--- src/rtl/uart_pkg.sv ---
// Shared definitions for the UART blocks: FSM states, register offsets, STATUS bit positions.
// UART_TX_PARITY_EN adds the PARITY state used by the transmitter.
package uart_pkg;

    typedef enum logic [2:0] {
        ST_IDLE   = 3'd0,
        ST_START  = 3'd1,
        ST_DATA   = 3'd2,
`ifdef UART_TX_PARITY_EN
        ST_PARITY = 3'd3,
`endif
        ST_STOP   = 3'd4
    } uart_state_t;

    localparam logic [2:0] UART_DATA_OFS   = 3'h0;
    localparam logic [2:0] UART_STATUS_OFS = 3'h4;

    localparam int STAT_FULL_BIT  = 0;
    localparam int STAT_EMPTY_BIT = 1;
    localparam int STAT_BUSY_BIT  = 2;
    localparam int STAT_OVF_BIT   = 3;
    localparam int STAT_PAR_BIT   = 4;
    localparam int STAT_COUNT_LSB = 8;

endpackage

--- src/rtl/sync_fifo.sv ---
// Single-clock circular FIFO; push while full is dropped, pop while empty is ignored.
// Storage is not reset, only pointers and count.
module sync_fifo #(
    parameter int WIDTH = 8,
    parameter int DEPTH = 16
) (
    input  logic                     clk,
    input  logic                     rst_n,
    input  logic                     push,
    input  logic [WIDTH-1:0]         push_data,
    input  logic                     pop,
    output logic [WIDTH-1:0]         pop_data,
    output logic                     full,
    output logic                     empty,
    output logic [$clog2(DEPTH):0]   count
);

    localparam int AW = $clog2(DEPTH);
    localparam int CW = AW + 1;

    logic [WIDTH-1:0] mem [DEPTH];
    logic [AW-1:0]    wr_ptr;
    logic [AW-1:0]    rd_ptr;
    logic             push_ok;
    logic             pop_ok;

    assign full     = (count == CW'(DEPTH));
    assign empty    = (count == '0);
    assign push_ok  = push & ~full;
    assign pop_ok   = pop & ~empty;
    assign pop_data = mem[rd_ptr];

    always_ff @(posedge clk) begin
        if (push_ok) begin
            mem[wr_ptr] <= push_data;
        end
    end

    // DEPTH is a power of two, so pointers wrap by natural overflow.
    always_ff @(posedge clk) begin
        if (!rst_n) begin
            wr_ptr <= '0;
            rd_ptr <= '0;
            count  <= '0;
        end else begin
            if (push_ok) wr_ptr <= wr_ptr + AW'(1);
            if (pop_ok)  rd_ptr <= rd_ptr + AW'(1);
            case ({push_ok, pop_ok})
                2'b10:   count <= count + CW'(1);
                2'b01:   count <= count - CW'(1);
                default: count <= count;
            endcase
        end
    end

endmodule

--- src/rtl/mmio_uart_tx.sv ---
// Memory-mapped console transmitter: DATA pushes bytes into a FIFO, STATUS reports space/busy/overflow,
// and a baud serializer sends 8N1 frames. Define UART_TX_PARITY_EN for an even-parity bit (8E1).
module mmio_uart_tx
    import uart_pkg::*;
#(
    parameter logic [31:0] BASE_ADDR  = 32'h1000_0000,
    parameter int          FIFO_DEPTH = 16,
    parameter int          CLK_DIV    = 868
) (
    input  logic        clk,
    input  logic        rst_n,
    input  logic [31:0] data_addr,
    input  logic [31:0] data_wdata,
    input  logic [3:0]  data_wenable,
    output logic [31:0] data_rdata,
    output logic        sel,
    output logic        tx,
    output logic        busy
);

    localparam int CW = $clog2(FIFO_DEPTH) + 1;
    localparam int DW = $clog2(CLK_DIV);
    localparam logic [DW-1:0] DIV_LAST = DW'(CLK_DIV - 1);

    uart_state_t     state;
    uart_state_t     state_d;
    logic [DW-1:0]   div_cnt;
    logic [2:0]      bit_idx;
    logic [7:0]      shreg;
    logic            tick;
    logic            overflow;

    logic [31:0]     offset;
    logic [2:0]      reg_ofs;
    logic            wr;
    logic            push;
    logic            clr_ovf;
    logic            fifo_pop;
    logic [7:0]      fifo_rdata;
    logic            fifo_full;
    logic            fifo_empty;
    logic [CW-1:0]   fifo_count;
    logic [15:0]     count_ext;
    logic [31:0]     status;
    logic            unused_bits;

    // Window decode by subtraction so BASE_ADDR need only be word aligned.
    assign offset  = data_addr - BASE_ADDR;
    assign sel     = (offset < 32'd8);
    assign reg_ofs = {offset[2], 2'b00};
    assign wr      = sel & data_wenable[0];
    assign push    = wr & (reg_ofs == UART_DATA_OFS);
    assign clr_ovf = wr & (reg_ofs == UART_STATUS_OFS) & data_wdata[3];

    sync_fifo #(
        .WIDTH (8),
        .DEPTH (FIFO_DEPTH)
    ) u_fifo (
        .clk       (clk),
        .rst_n     (rst_n),
        .push      (push),
        .push_data (data_wdata[7:0]),
        .pop       (fifo_pop),
        .pop_data  (fifo_rdata),
        .full      (fifo_full),
        .empty     (fifo_empty),
        .count     (fifo_count)
    );

    always_ff @(posedge clk) begin
        if (!rst_n) begin
            overflow <= 1'b0;
        end else if (push && fifo_full) begin
            overflow <= 1'b1;
        end else if (clr_ovf) begin
            overflow <= 1'b0;
        end
    end

    assign busy      = (fifo_count != '0) | (state != ST_IDLE);
    assign count_ext = 16'(fifo_count);

    always_comb begin
        status                 = '0;
        status[STAT_FULL_BIT]  = fifo_full;
        status[STAT_EMPTY_BIT] = fifo_empty;
        status[STAT_BUSY_BIT]  = busy;
        status[STAT_OVF_BIT]   = overflow;
`ifdef UART_TX_PARITY_EN
        status[STAT_PAR_BIT]   = 1'b1;
`endif
        status[STAT_COUNT_LSB +: 8] = count_ext[7:0];
    end

    assign data_rdata  = (sel && reg_ofs == UART_STATUS_OFS) ? status : 32'h0;
    assign unused_bits = ^{data_wdata[31:8], data_wenable[3:1], offset[1:0], count_ext[15:8]};

    assign tick = (div_cnt == DIV_LAST);

    always_ff @(posedge clk) begin
        if (!rst_n) begin
            state <= ST_IDLE;
        end else begin
            state <= state_d;
        end
    end

    always_comb begin
        state_d  = state;
        fifo_pop = 1'b0;
        case (state)
            ST_IDLE: begin
                if (!fifo_empty) begin
                    fifo_pop = 1'b1;
                    state_d  = ST_START;
                end
            end
            ST_START: begin
                if (tick) state_d = ST_DATA;
            end
            ST_DATA: begin
                if (tick && bit_idx == 3'd7) begin
`ifdef UART_TX_PARITY_EN
                    state_d = ST_PARITY;
`else
                    state_d = ST_STOP;
`endif
                end
            end
`ifdef UART_TX_PARITY_EN
            ST_PARITY: begin
                if (tick) state_d = ST_STOP;
            end
`endif
            ST_STOP: begin
                // Chain straight into the next start bit when more data is queued.
                if (tick) begin
                    if (!fifo_empty) begin
                        fifo_pop = 1'b1;
                        state_d  = ST_START;
                    end else begin
                        state_d  = ST_IDLE;
                    end
                end
            end
            default: state_d = ST_IDLE;
        endcase
    end

    always_ff @(posedge clk) begin
        if (!rst_n) begin
            div_cnt <= '0;
            bit_idx <= '0;
        end else if (fifo_pop || state == ST_IDLE) begin
            div_cnt <= '0;
            bit_idx <= '0;
        end else begin
            div_cnt <= tick ? '0 : div_cnt + DW'(1);
            if (state == ST_DATA && tick) begin
                bit_idx <= bit_idx + 3'd1;
            end
        end
    end

    always_ff @(posedge clk) begin
        if (fifo_pop) begin
            shreg <= fifo_rdata;
        end
    end

    always_comb begin
        tx = 1'b1;
        case (state)
            ST_START:  tx = 1'b0;
            ST_DATA:   tx = shreg[bit_idx];
`ifdef UART_TX_PARITY_EN
            ST_PARITY: tx = ^shreg;
`endif
            default:   tx = 1'b1;
        endcase
    end

endmodule
--- config.mk ---
export PLATFORM = sky130hd
export DESIGN_NAME = mmio_uart_tx
export DESIGN_NICKNAME = d
export VERILOG_FILES = /design/src/rtl/uart_pkg.sv /design/src/rtl/sync_fifo.sv /design/src/rtl/mmio_uart_tx.sv
export SDC_FILE = /design/constraint.sdc
export NUM_CORES = 1
export LEC_CHECK = 0
export ABC_AREA = 1
export CAP_MARGIN = 20
export CELL_PAD_IN_SITES_DETAIL_PLACEMENT = 1
export CELL_PAD_IN_SITES_GLOBAL_PLACEMENT = 1
export CORE_ASPECT_RATIO = 0.75
export CORE_MARGIN = 3
export CORE_UTILIZATION = 48
export CTS_BUF_LIST = sky130_fd_sc_hd__clkbuf_4 sky130_fd_sc_hd__clkbuf_8
export DETAILED_ROUTE_END_ITERATION = 16
export GPL_ROUTABILITY_DRIVEN = 1
export PLACE_DENSITY = 0.86
export SLEW_MARGIN = 20
export SYNTH_ARGS = -nofsm -noshare
export SYNTH_HDL_FRONTEND = slang
export SYNTH_SLANG_ARGS = --single-unit
--- constraint.sdc ---
create_clock -name clk -period 6.73 [get_ports clk]
set_input_delay 1.0095 -clock clk [delete_from_list [all_inputs] [get_ports clk]]
set_output_delay 1.0095 -clock clk [all_outputs]
set_load 0.005 [all_outputs]
## Word level (Yosys, flattened, before mapping)

Memory sizes are Yosys's and may differ from the RTL's. A register that Yosys moved wholly into a read port is not among the register bits.
Cells that the tools add are included.

- $add $sub $neg: 7
- $lt $le $gt $ge: 2
- Eq/ne operators: 12
- Mux-type cells: 18
- Bitwise logic cells: 10
- Reductions and logical operators: 15

Operator list:

| kind | number |
|---|---|
| 32-bit by 4-bit less-than comparator with 1-bit output (second input constant) | 1 |
| 32-bit by 29-bit subtractor with 32-bit output (second input constant) | 1 |
| 13-bit 2-to-1 mux | 1 |
| 3-bit 2-to-1 mux | 4 |
| 3-bit one-hot mux with 4 select lines | 1 |
| 10-bit by 1-bit adder with 10-bit output (second input constant) | 1 |
| 10-bit == test (second input constant) | 1 |
| 5-bit one-hot mux with 2 select lines | 1 |
| 4-bit by 1-bit adder with 4-bit output (second input constant) | 2 |
| 1-bit 2-to-1 mux | 8 |
| 2-bit inequality test (second input constant) | 4 |
| 1-bit bitwise AND | 6 |
| 3-bit == test (second input constant) | 2 |
| 3-bit logical NOT | 2 |
| 5-bit by 1-bit adder with 5-bit output (second input constant) | 1 |
| 5-bit == test (second input constant) | 1 |
| 5-bit logical NOT | 1 |
| 5-bit nonzero test | 1 |
| 5-bit by 1-bit subtractor with 5-bit output (second input constant) | 1 |
| 1-bit logical AND | 4 |
| 3-bit by 4-bit less-than comparator with 1-bit output (second input constant) | 1 |
| 1-bit one-hot mux with 2 select lines | 2 |
| 4-bit AND reduction | 1 |
| 2-bit nonzero test | 2 |
| 12 further kinds | 14 |

- Register bits after elaboration: 30
- Bits in writable memories: 128
- Output and inout bits: 35
- Logic and storage cells: 72
- Memories kept: 1

Memories:

| name | words | width | rd ports | clocked after Yosys merged registers in | write ports | line | source |
|---|---|---|---|---|---|---|---|
| u_fifo.mem | 16 | 8 | 1 | 1 | 1 | sync_fifo.sv:21 | `logic [WIDTH-1:0] mem [DEPTH];` |

## Longest topological paths before layout

Gate-level depths: netlist (run 1).

- Word-level depth: 7
- Mapped depth: 20

## Cells and area by module

A second synthesis (run 1) with hierarchy kept.

- Cell total of the unflattened synthesis: 718
- Area total of the unflattened synthesis: 7,851.3 um^2

By module, submodules not included:

| module | instances | cells an instance | area each (um^2) | seq. area each (um^2) |
|---|---|---|---|---|
| sync_fifo | 1 | 477 | 6,107.1 | 4,184.0 |
| mmio_uart_tx | 1 | 241 | 1,744.2 | 580.6 |

## Least setup slack after synthesis (run 1)

OpenSTA, ideal clock, no wires.

- Path type: input port to flip-flop
- Start: input data_addr[6]
- End: register u_fifo.count[4]
- Arrival time: 2.809 ns
- Data required time: 6.614 ns
- Path slack: 3.805 ns
- Stages on the path: 18
- Path buffers: 0
- Cell sequence: nor2_1 nand2_1 inv_1 nand2_1 nor2_1 nand2_1 nor2_2 nand2_1 ha_1 ha_1 nand2_1 nand2_1 a21oi_1 nor2_1 nor2_1 nand2_1 o21ai_0 nor2_1

- Word-level cells in the longest chain between the ends: 7
- Elaborated cells between the ends (all ways): 9

Ends and longest elaborated chain:

| item | line | source |
|---|---|---|
| from (decl) | mmio_uart_tx.sv:12 | `input logic [31:0] data_addr,` |
| 32-bit by 29-bit subtractor with 32-bit output (*) | mmio_uart_tx.sv:48 | `assign offset = data_addr - BASE_ADDR;` |
| 32-bit by 4-bit less-than comparator with 1-bit output (*) | mmio_uart_tx.sv:49 | `assign sel = (offset < 32'd8);` |
| 1-bit bitwise AND (*) | mmio_uart_tx.sv:51 | `assign wr = sel & data_wenable[0];` |
| 1-bit bitwise AND (*) | mmio_uart_tx.sv:52 | `assign push = wr & (reg_ofs == UART_DATA_OFS);` |
| 1-bit bitwise AND (*) | sync_fifo.sv:29 | `assign push_ok = push & ~full;` |
| 2-bit by 1-bit == test with 1-bit output / 2-bit == test (equally long branches) | sync_fifo.sv:48 | `case ({push_ok, pop_ok})` |
| 5-bit one-hot mux with 2 select lines / 2-bit nonzero test (equally long branches) | n/a |  |
| to (signal assigned) | sync_fifo.sv:49 | `2'b10: count <= count + CW'(1);` |
| to (signal assigned) | sync_fifo.sv:50 | `2'b01: count <= count - CW'(1);` |
| to (signal assigned) | sync_fifo.sv:51 | `default: count <= count;` |
| to (decl) | sync_fifo.sv:15 | `output logic [$clog2(DEPTH):0] count` |

Mark *: on every way between the ends. The rest lies on a longest branch, timed or not.
A chain may end at the register's enable or synchronous reset.

## Worst setup path after layout (run 1)

- Start: input data_addr[6]
- End: output data_rdata[0]

- Word-level cells in the longest chain between the ends: 4

Ends and longest elaborated chain:

| item | line | source |
|---|---|---|
| 32-bit by 29-bit subtractor with 32-bit output | mmio_uart_tx.sv:48 |  |
| 32-bit by 4-bit less-than comparator with 1-bit output | mmio_uart_tx.sv:49 |  |
| 1-bit logical AND | mmio_uart_tx.sv:95 | `assign data_rdata = (sel && reg_ofs == UART_STATUS_OFS) ? status : 32'h0;` |
| 13-bit 2-to-1 mux | mmio_uart_tx.sv:95 |  |
| to (decl) | mmio_uart_tx.sv:15 | `output logic [31:0] data_rdata,` |

Every way passes these cells.

==> out/metrics.csv, run 1 <==
stage,metric,value,unit
run_status,outcome,"complete, no violations",
yosys,ranking of synthesized cells by area,"edfxtp_1, dfxtp_1, nand2_1, nor2_1, o21ai_0",
placed_design,Post-DP HPWL,12800,microns
clocking,H-tree depth,4,
final_layout,Layout area overhead,12.6,%
global_route,met1 usage,30.4,%
global_route,grt total ovfl,0,
die,Die W,150,microns
yosys,synthesized area,7430,sq um
drt,final WL,18700,microns
power_and_ir_drop,Reg power frac,46.3,%
power_and_ir_drop,Internal,1.76,mW
yosys,"Distinct cells, synth",38,
yosys,Post-synth EDFFs,136,
final_layout,NumNets Final,837,
timing,RSZ-0062 raised after global routing,false,
global_route,grt peak-use layer,met2,
drt,vias per inst,5.50,
power_and_ir_drop,Comb pwr share,28.0,%
worst_setup_path,cells along the critical path,clkdlybuf4s50_1 > nor2_1 > nand2_1 > nor2_1 > nand2_1 > nor2_2 > nand2_2 > nor3_1 > clkdlybuf4s50_1,
die,I/O pin count,105,
yosys,Async SR Flop Fraction,0,%
global_route,first-pass GRT wire length,29800,microns
timing,"Min Clock Period, post-route",3920,ps
die,Rows,38,
power_and_ir_drop,PD cells,317,nW/um^2
worst_setup_path,crit path max-delay cell type,clkdlybuf4s50_1,
timing,Max Clock Skew,11.3,ps
power_and_ir_drop,Switch Pwr,892,uW
worst_setup_path,Startpoint Class,primary input,
timing,fmax,0.255,GHz
clocking,Post-CTS Setup Inserts,0,
yosys,Synth top area share,54.9,%
timing,"Hold Vio Cnt, Final",0,
yosys,Main synth FF type,edfxtp_1,
yosys,Synth Instances,703,
worst_setup_path,Top delay family on crit path,simple AND/OR/NAND/NOR gates,
drt,Via Count,5309,
worst_setup_path,crit end category,output port,
job,max capacitance violation total,0,
global_route,met2 Resource Use GR,39.3,%
drt,DR WL/cell,19.3,microns
clocking,maximum root-to-sink buffer count,2,
yosys,Synth Register Bits,166,
power_and_ir_drop,leakage,2.95,nW
drt,antenna-violating nets left,0,
timing,"Slew Viols, Final",0,
worst_setup_path,FF-to-FF End,u_fifo.count[4]$_SDFFE_PN0P_,
worst_setup_path,CP Class,primary input to output port,
min_path,worst hold path type,register to register,
die,core area,14800,sq um
timing,final setup fails,0,
global_route,GRT met3 Usage,5.08,%
clocking,Post-CTS Resized,0,
clocking,CTS Buf Count,17,
die,die area,17000,sq um
power_and_ir_drop,worst vdd ir,167,uV
yosys,post-synthesis sequential area ratio,63.0,%
worst_setup_path,CP max stage delay,520,ps
die,die height,114,microns
global_route,vias in the first global route,5588,
worst_setup_path,Critical Path AT,2910,ps
clocking,CTS tree,built,
global_route,initial antenna violation count,0,
drt,DRT iter0 DRCs,515,
clocking,clock sinks,166,
worst_setup_path,reg-to-reg startpoint,div_cnt[0]$_SDFF_PP0_,
timing,worst-margin pin slew,896,ps
drt,Remaining DRCs,0,
timing,Fin Setup TNS,0,ps
placed_design,Cell Count Post-Placement,935,
timing,Final period util,58.3,%
worst_setup_path,WP buf/inv,2,
global_route,gr usage total,23.1,%
timing,Rel. slew slack,40.0,%
clocking,clk slew on worst S/H paths,80,ps
final_layout,share of cells above drive strength 1,7.58,%
placed_design,gp weighted congestion,0.823,
drt,DRT Pass-1 Iters,5,
worst_setup_path,critical path depth,9,
worst_setup_path,WP data required,5720,ps
yosys,Avg Inst Size Synth,10.6,sq um
yosys,synth warn,0,
final_layout,fin cells,966,
worst_setup_path,reg2reg setup slack,4060,ps
power_and_ir_drop,switching power share of the total,33.6,%
clocking,hold_buf cts,0,
final_layout,FILL cells,1620,
worst_setup_path,Critical path origin,data_addr[6],
worst_setup_path,Worst Setup EP,data_rdata[0],
worst_setup_path,CP max FO,10,
clocking,clock latency on the worst-skew pair,460,ps
worst_setup_path,Reg2Reg Depth,17,
power_and_ir_drop,Clk pwr share,25.7,%
global_route,largest net degree at the start of global routing,68,
yosys,Synth area leader,edfxtp_1,
placed_design,Port Buffer Count,52,
clocking,clock root buffer,clkbuf_8,
die,Initial Util,50.3,%
-- final cells by class --
class / count / area (sq um) / share of cell area, %
Inverter: 58 / 218 / 2.60
Tap cell: 200 / 250 / 2.99
Clock inverter: 11 / 111 / 1.33
Sequential cell: 166 / 4690 / 56.0
Multi-Input combinational cell: 456 / 2310 / 27.6
Clock buffer: 19 / 249 / 2.97
Timing Repair Buffer: 55 / 543 / 6.49
Antenna cell: 1 / 2.50 / 0.0299
-- cell usage in the layout (no fill, tap or decap), types with 5 or more instances in the layout --
cell type,count
nand2_1,110
clkbuf_8,17
dfxtp_1,29
nand4_1,13
o21ai_1,8
xor2_1,8
clkdlybuf4s50_1,52
o21ai_0,51
ha_1,12
inv_1,53
nor2_2,6
nor2_1,109
edfxtp_1,136
clkinv_2,5
a211oi_1,9
a21oi_1,37
conb_1,23
nand3_1,27
o22ai_1,12
-- registers in the layout, summed over array words and instances (netlist names) --
name           flops
u_fifo.rd_ptr      4
overflow           1
bit_idx            3
div_cnt           10
u_fifo.mem       128
shreg              8
state              3
u_fifo.count       5
u_fifo.wr_ptr      4
-- cell families (layout without fill, tap and decap cells) --
group | count (synthesis) | in the layout | share of synthesized area (%)
other | 1 | 24 | 0.0504
flip-flops | 166 | 166 | 63.0
adder cells (fa/ha/maj) | 13 | 13 | 2.29
AO/OA/AOI/OAI | 127 | 127 | 9.71
AND/OR/NAND/NOR | 282 | 282 | 16.7
XOR/XNOR | 11 | 11 | 1.30
buffers and inverters | 103 | 143 | 6.97
-- cell usage after synthesis, drive strengths merged, types with 3 or more instances --
master  number
o221ai       4
nor3         7
xnor2        3
xor2         8
a211oi       9
ha          12
o22ai       12
clkbuf       4
edfxtp     136
inv         57
o221a        3
nand2      114
o21ai       59
nand3       29
nor2       116
nand4       14
buf         41
dfxtp       30
a21oi       38
-- power by group through the flow --
stage | clock network, mW | registers, mW | logic [mW]
4_1_cts | 0.690 | 1.23 | 0.747
6_report | 0.681 | 1.23 | 0.744
5_1_grt | 0.730 | 1.23 | 0.844
2_1_floorplan | 0 | 1.23 | 0.545
3_5_place_dp | 0 | 1.25 | 0.737
3_3_place_gp | 0 | 1.25 | 0.681
-- through the flow --
stage	utilization [%]	total power, mW	area, sq um	worst slack, ps	hold WS (ps)
global placement	54.2	1.93	8010	2870	428
floorplan	-	1.78	7520	3810	418
finish	56.6	2.65	8370	2810	459
CTS	56.6	2.67	8370	2770	465
detailed placement	54.2	1.99	8010	2770	453
global route	56.6	2.81	8370	2580	513
-- routing by layer --
| layer | routed length [microns] | up-vias |
|---|---|---|
| li1 | - | 2483 |
| met1 | 8170 | 2676 |
| met2 | 9330 | 128 |
| met3 | 901 | 22 |
| met4 | 263 | 0 |
| met5 | 0 | - |
-- worst min path at each step --
stage / end / cells past startpoint / startpoint
finish: div_cnt[0]$_SDFF_PP0_ / 1 / div_cnt[0]$_SDFF_PP0_
detailed placement: div_cnt[0]$_SDFF_PP0_ / 1 / div_cnt[0]$_SDFF_PP0_
floorplan: div_cnt[0]$_SDFF_PP0_ / 1 / div_cnt[0]$_SDFF_PP0_
global placement: div_cnt[0]$_SDFF_PP0_ / 1 / div_cnt[0]$_SDFF_PP0_
CTS: div_cnt[0]$_SDFF_PP0_ / 1 / div_cnt[0]$_SDFF_PP0_
global route: div_cnt[0]$_SDFF_PP0_ / 1 / div_cnt[0]$_SDFF_PP0_
Power figures use the tool's default switching activity.
==> run 2, diff against run 1 <==
--- a/config.mk
+++ b/config.mk
@@ -11,11 +11,11 @@
 export CELL_PAD_IN_SITES_GLOBAL_PLACEMENT = 1
 export CORE_ASPECT_RATIO = 0.75
 export CORE_MARGIN = 3
-export CORE_UTILIZATION = 48
+export CORE_UTILIZATION = 44
 export CTS_BUF_LIST = sky130_fd_sc_hd__clkbuf_4 sky130_fd_sc_hd__clkbuf_8
 export DETAILED_ROUTE_END_ITERATION = 16
 export GPL_ROUTABILITY_DRIVEN = 1
-export PLACE_DENSITY = 0.86
+export PLACE_DENSITY = 0.8
 export SLEW_MARGIN = 20
 export SYNTH_ARGS = -nofsm -noshare
 export SYNTH_HDL_FRONTEND = slang
==> constraint.sdc (replaced) <==
create_clock -name clk -period 3.95 [get_ports clk]
set_input_delay 0.5925 -clock clk [delete_from_list [all_inputs] [get_ports clk]]
set_output_delay 0.5925 -clock clk [all_outputs]
set_load 0.005 [all_outputs]
==> run 2 against run 1 <==
Utilization down 4.8 points. Wire length rose by 1.1%. Combinational power rose by 73%. Critical path type unchanged.
==> out/metrics.csv, run 2 (synthesized netlist as in run 1, its figures left out) <==
stage,metric,value,unit
placed_design,Port Buffer Count,52,
placed_design,gp weighted congestion,0.804,
worst_setup_path,CP max stage delay,530,ps
final_layout,Top Registers,"u_fifo.mem x128, div_cnt x10, shreg x8",
drt,final WL,18900,microns
run_status,outcome,"complete, no violations",
worst_setup_path,Top delay family on crit path,buffers and inverters,
die,die area,18500,sq um
timing,final setup fails,0,
final_layout,share of cells above drive strength 1,7.69,%
timing,fmax,0.325,GHz
clocking,Post-CTS Setup Inserts,0,
drt,DR WL/cell,19.3,microns
timing,worst-margin pin slew,951,ps
drt,DRT iter0 DRCs,364,
global_route,largest net degree at the start of global routing,68,
drt,Remaining DRCs,0,
drt,Via Count,5221,
drt,vias per inst,5.34,
power_and_ir_drop,leakage,2.99,nW
worst_setup_path,WP data required,3360,ps
placed_design,pre-CTS setup slack,511,ps
final_layout,"Most flops, register",u_fifo.mem,
worst_setup_path,CP Class,primary input to output port,
worst_setup_path,crit path max-delay cell type,clkdlybuf4s50_1,
min_path,worst hold path type,register to register,
final_layout,number of flip-flops in the largest register,128,
worst_setup_path,CP max FO,10,
clocking,maximum root-to-sink buffer count,2,
timing,RSZ-0062 raised after global routing,false,
worst_setup_path,Reg2Reg Depth,16,
die,Rows,40,
final_layout,"commonest non-fill, non-tap cell in the layout",edfxtp_1,
timing,Max Clock Skew,17.7,ps
worst_setup_path,crit end category,output port,
worst_setup_path,reg-to-reg startpoint,div_cnt[0]$_SDFF_PP0_,
die,I/O pin count,105,
placed_design,Post-DP HPWL,12900,microns
min_path,hold_sp,div_cnt[0]$_SDFF_PP0_,
global_route,grt total ovfl,0,
min_path,Hold EP,div_cnt[0]$_SDFF_PP0_,
clocking,CTS tree,built,
clocking,hold_buf cts,0,
final_layout,Layout area overhead,13.4,%
global_route,gr usage total,21.2,%
timing,"Min Clock Period, post-route",3080,ps
worst_setup_path,FF-to-FF End,u_fifo.count[4]$_SDFFE_PN0P_,
drt,antenna-violating nets left,0,
clocking,clock sinks,166,
clocking,clock latency on the worst-skew pair,460,ps
worst_setup_path,WP buf/inv,4,
final_layout,NumNets Final,837,
die,core area,16300,sq um
drt,DRT Pass-1 Iters,6,
worst_setup_path,Startpoint Class,primary input,
timing,Rel. slew slack,36.4,%
clocking,CTS Buf Count,17,
power_and_ir_drop,total power,4.66,mW
timing,Final period util,77.9,%
worst_setup_path,cells along the critical path,clkdlybuf4s50_1 > inv_1 > nor2_1 > nand3_1 > inv_1 > nand2_1 > nor2_2 > nand2_2 > nor3_1 > clkdlybuf4s50_1,
die,Initial Util,45.7,%
global_route,first-pass GRT wire length,29900,microns
timing,"Slew Viols, Final",0,
power_and_ir_drop,PD cells,552,nW/um^2
timing,Fin Setup TNS,0,ps
clocking,clock root buffer,clkbuf_8,
global_route,initial antenna violation count,0,
timing,"Hold Vio Cnt, Final",0,
timing,setup ws final,872,ps
global_route,vias in the first global route,5538,
worst_setup_path,Critical Path AT,2490,ps
die,Die W,156,microns
die,die height,119,microns
clocking,H-tree depth,4,
power_and_ir_drop,worst vdd ir,246,uV
min_path,Worst Hold Depth,1,
clocking,clk slew on worst S/H paths,100,ps
final_layout,# diodes,0,
clocking,Post-CTS Resized,0,
job,max capacitance violation total,0,
final_layout,"commonest non-fill, non-tap cells in the layout","edfxtp_1, nand2_1, nor2_1",
worst_setup_path,reg2reg setup slack,1080,ps
[run 2: area by class of cell]
class                   count  area, sq um
flip-flops and latches    166         4690
multi-input cells         456         2310
well taps                 210          263
clock buffers              19          255
repair buffers             55          543
fillers                  1789         7830
inverters                  58          218
clock inverters            13          154
[run 2: how the worst max path moves through the flow]
stage | startpoint | end | cells past startpoint
2_1_floorplan | data_addr[6] | u_fifo.count[4]$_SDFFE_PN0P_ | 18
5_1_grt | data_addr[28] | u_fifo.count[4]$_SDFFE_PN0P_ | 20
4_1_cts | data_addr[28] | data_rdata[0] | 10
3_5_place_dp | data_addr[25] | u_fifo.count[4]$_SDFFE_PN0P_ | 21
3_3_place_gp | data_addr[6] | u_fifo.count[4]$_SDFFE_PN0P_ | 21
6_report | data_addr[28] | data_rdata[0] | 10
[run 2: stage by stage]
stage	hold slack [ps]	cells	cell area, sq um	util (%)
floorplan	418	725	7520	-
finish	470	977	8430	51.8
detailed placement	461	945	8020	49.3
CTS	475	977	8430	51.8
global route	504	977	8430	51.8
global placement	431	945	8020	49.3
[run 2: routing by layer]
metal / global-route usage (%) / vias to the layer above / wire [microns]
li1: - / 2488 / -
met1: 28.0 / 2594 / 8260
met2: 36.2 / 117 / 9570
met3: 4.21 / 22 / 799
met4: 4.74 / 0 / 245
met5: 0 / - / 0
[run 2: power by group]
| part | leakage (nW) | switching, mW | internal, mW |
|---|---|---|---|
| Combinational | 1.29 | 0.858 | 0.428 |
| Clock | 0.222 | 0.625 | 0.648 |
| Sequential | 1.47 | 0.0818 | 2.02 |
[run 2: worst reg2reg max path, cell delays in order (launching register included)]
cell and delay [ps]:
dfxtp_1 370, ha_1 230, inv_1 90, nor2_2 160
nand3_4 180, a21oi_4 260, ha_1 260, inv_1 100
fa_1 440, inv_1 80, nand2_1 50, nand2_1 70
a21oi_1 100, nor2_1 110, nor2_1 60, a21oi_1 160
nor2_1 60
==> run 3, diff against run 2 <==
==> constraint.sdc (replaced) <==
create_clock -name clk -period 2.95 [get_ports clk]
set_input_delay 0.4425 -clock clk [delete_from_list [all_inputs] [get_ports clk]]
set_output_delay 0.4425 -clock clk [all_outputs]
set_load 0.005 [all_outputs]
==> run 3 against run 2 <==
Utilization is 1.5 points higher. Via count is 3.1% higher. Critical path depth stayed put. Worst hold slack worse by 11 ps. Sequential power is 32% higher. Register-to-register slack worse by 860 ps. Wire length is 5.3% higher. Non-clock buffer count is 30 higher. Clock-buffer cell count is 2 higher. Total power is 38% higher.
==> out/metrics.csv, run 3 (synthesized netlist as in run 1, its figures left out) <==
stage,metric,value,unit
run_status,outcome,"complete, no violations",
final_layout,"commonest non-fill, non-tap cells in the layout","edfxtp_1, nand2_1, nor2_1",
final_layout,design area,8680,sq um
timing,"Slew Viols, Final",0,
final_layout,Layout area overhead,16.8,%
final_layout,FILL cells,1767,
final_layout,"commonest non-fill, non-tap cell in the layout",edfxtp_1,
die,Rows,40,
worst_setup_path,reg2reg setup slack,220,ps
clocking,CTS Buf Count,17,
power_and_ir_drop,Reg power frac,43.2,%
power_and_ir_drop,Switch Pwr,2.16,mW
final_layout,number of flip-flops in the largest register,128,
final_layout,"Most flops, register",u_fifo.mem,
min_path,Worst Hold Depth,1,
final_layout,multi-input logic area,2320,sq um
drt,DR WL/cell,19.7,microns
global_route,gr usage total,21.9,%
die,I/O pin count,105,
die,die height,119,microns
power_and_ir_drop,Clk pwr share,27.3,%
drt,Remaining DRCs,0,
timing,"Hold Vio Cnt, Final",0,
worst_setup_path,Reg2Reg Depth,15,
worst_setup_path,CP Class,primary input to output port,
die,Initial Util,45.7,%
worst_setup_path,reg-to-reg startpoint,div_cnt[0]$_SDFF_PP0_,
drt,vias per inst,5.34,
final_layout,# diodes,0,
worst_setup_path,Top delay family on crit path,buffers and inverters,
global_route,largest net degree at the start of global routing,68,
power_and_ir_drop,PD cells,741,nW/um^2
placed_design,Port Buffer Count,52,
power_and_ir_drop,leakage,3.12,nW
timing,Max Clock Skew,16.4,ps
clocking,CTS tree,built,
worst_setup_path,cells along the critical path,clkdlybuf4s50_1 > inv_1 > nor2_1 > nand3_1 > inv_1 > nand2_1 > nor2_2 > nand2_2 > nor3_1 > clkdlybuf4s50_1,
min_path,worst hold path type,register to register,
final_layout,Top Registers,"u_fifo.mem x128, div_cnt x10, shreg x8",
drt,Via Count,5381,
final_layout,share of cells above drive strength 1,11.5,%
timing,fmax,0.357,GHz
timing,Rel. slew slack,48.6,%
worst_setup_path,CP max FO,10,
power_and_ir_drop,total power,6.43,mW
timing,Worst Hold Slack,458,ps
die,die area,18500,sq um
final_layout,NumNets Final,867,
timing,"Min Clock Period, post-route",2800,ps
worst_setup_path,Startpoint Class,primary input,
power_and_ir_drop,Internal,4.27,mW
final_layout,"Core Util, Final",53.4,%
clocking,clock sinks,166,
placed_design,gp weighted congestion,0.817,
drt,final WL,19900,microns
job,max capacitance violation total,0,
timing,Final period util,94.9,%
worst_setup_path,FF-to-FF End,u_fifo.count[4]$_SDFFE_PN0P_,
worst_setup_path,Critical Path AT,2360,ps
worst_setup_path,crit path max-delay cell type,clkdlybuf4s50_1,
drt,antenna-violating nets left,0,
global_route,grt total ovfl,0,
clocking,clock root buffer,clkbuf_8,
die,Die W,156,microns
worst_setup_path,critical path depth,10,
timing,RSZ-0062 raised after global routing,false,
placed_design,DP Area,8240,sq um
drt,DRT Pass-1 Iters,4,
global_route,vias in the first global route,5685,
worst_setup_path,WP data required,2510,ps
worst_setup_path,CP max stage delay,530,ps
worst_setup_path,crit end category,output port,
clocking,maximum root-to-sink buffer count,2,
placed_design,Post-DP HPWL,13800,microns
clocking,clk slew on worst S/H paths,90,ps
timing,Fin Setup TNS,0,ps
worst_setup_path,WP buf/inv,4,
power_and_ir_drop,worst vdd ir,296,uV
timing,worst-margin pin slew,769,ps
die,core area,16300,sq um
clocking,clock latency on the worst-skew pair,470,ps
drt,DRT iter0 DRCs,428,
min_path,Hold EP,div_cnt[0]$_SDFF_PP0_,
final_layout,Reg area,4690,sq um
power_and_ir_drop,Comb pwr share,29.5,%
min_path,hold_sp,div_cnt[0]$_SDFF_PP0_,
global_route,first-pass GRT wire length,30900,microns
global_route,initial antenna violation count,1,
clocking,H-tree depth,4,
timing,final setup fails,0,
power_and_ir_drop,switching power share of the total,33.6,%
run 3: per-layer routing:
layer  track usage, %  share of wire, %  vias up
met5                0             0.065        -
li1                 -                 -     2544
met4             6.84               1.7        2
met1             28.3                42     2673
met3             4.28               6.0       35
met2             37.3                50      127
run 3: stage by stage:
step	std cells	setup WS [ps]
after global routing	1007	3.20
final	1007	150
after floorplan	725	592
after detailed placement	974	-222
after CTS	1006	114
after global placement	974	-2.71
run 3: how the worst max path moves through the flow:
| stage | from | endpoint |
|---|---|---|
| after floorplan | data_addr[6] | u_fifo.count[4]$_SDFFE_PN0P_ |
| after global placement | data_addr[6] | u_fifo.count[4]$_SDFFE_PN0P_ |
| after detailed placement | data_addr[28] | u_fifo.count[4]$_SDFFE_PN0P_ |
| after CTS | div_cnt[0]$_SDFF_PP0_ | u_fifo.count[4]$_SDFFE_PN0P_ |
| after global routing | div_cnt[0]$_SDFF_PP0_ | u_fifo.count[4]$_SDFFE_PN0P_ |
| final | data_addr[28] | data_rdata[0] |
run 3: cell type report:
class                           instances  share of cell area, %
Timing Repair Buffer                   85                   8.85
Clock buffer                           21                   3.19
Multi-Input combinational cell        456                   26.7
Sequential cell                       166                   54.0
Tap cell                              210                   3.03
Clock inverter                         11                   1.73
Inverter                               58                   2.51
run 3: what timing repair did:
item,CTS,global route
setup buffers,0,1
resized for setup,0,3
hold buffers,0,0
setup endpoints to repair,0,2
run 3: power by group through the flow:
stage                     Sequential [mW]  Combinational (mW)  Clock (mW)
after global placement               2.82                1.69           0
final                                2.78                1.90        1.76
after floorplan                      2.81                1.24           0
after CTS                            2.78                1.87        1.77
after detailed placement             2.83                1.84           0
after global routing                 2.80                2.11        1.87
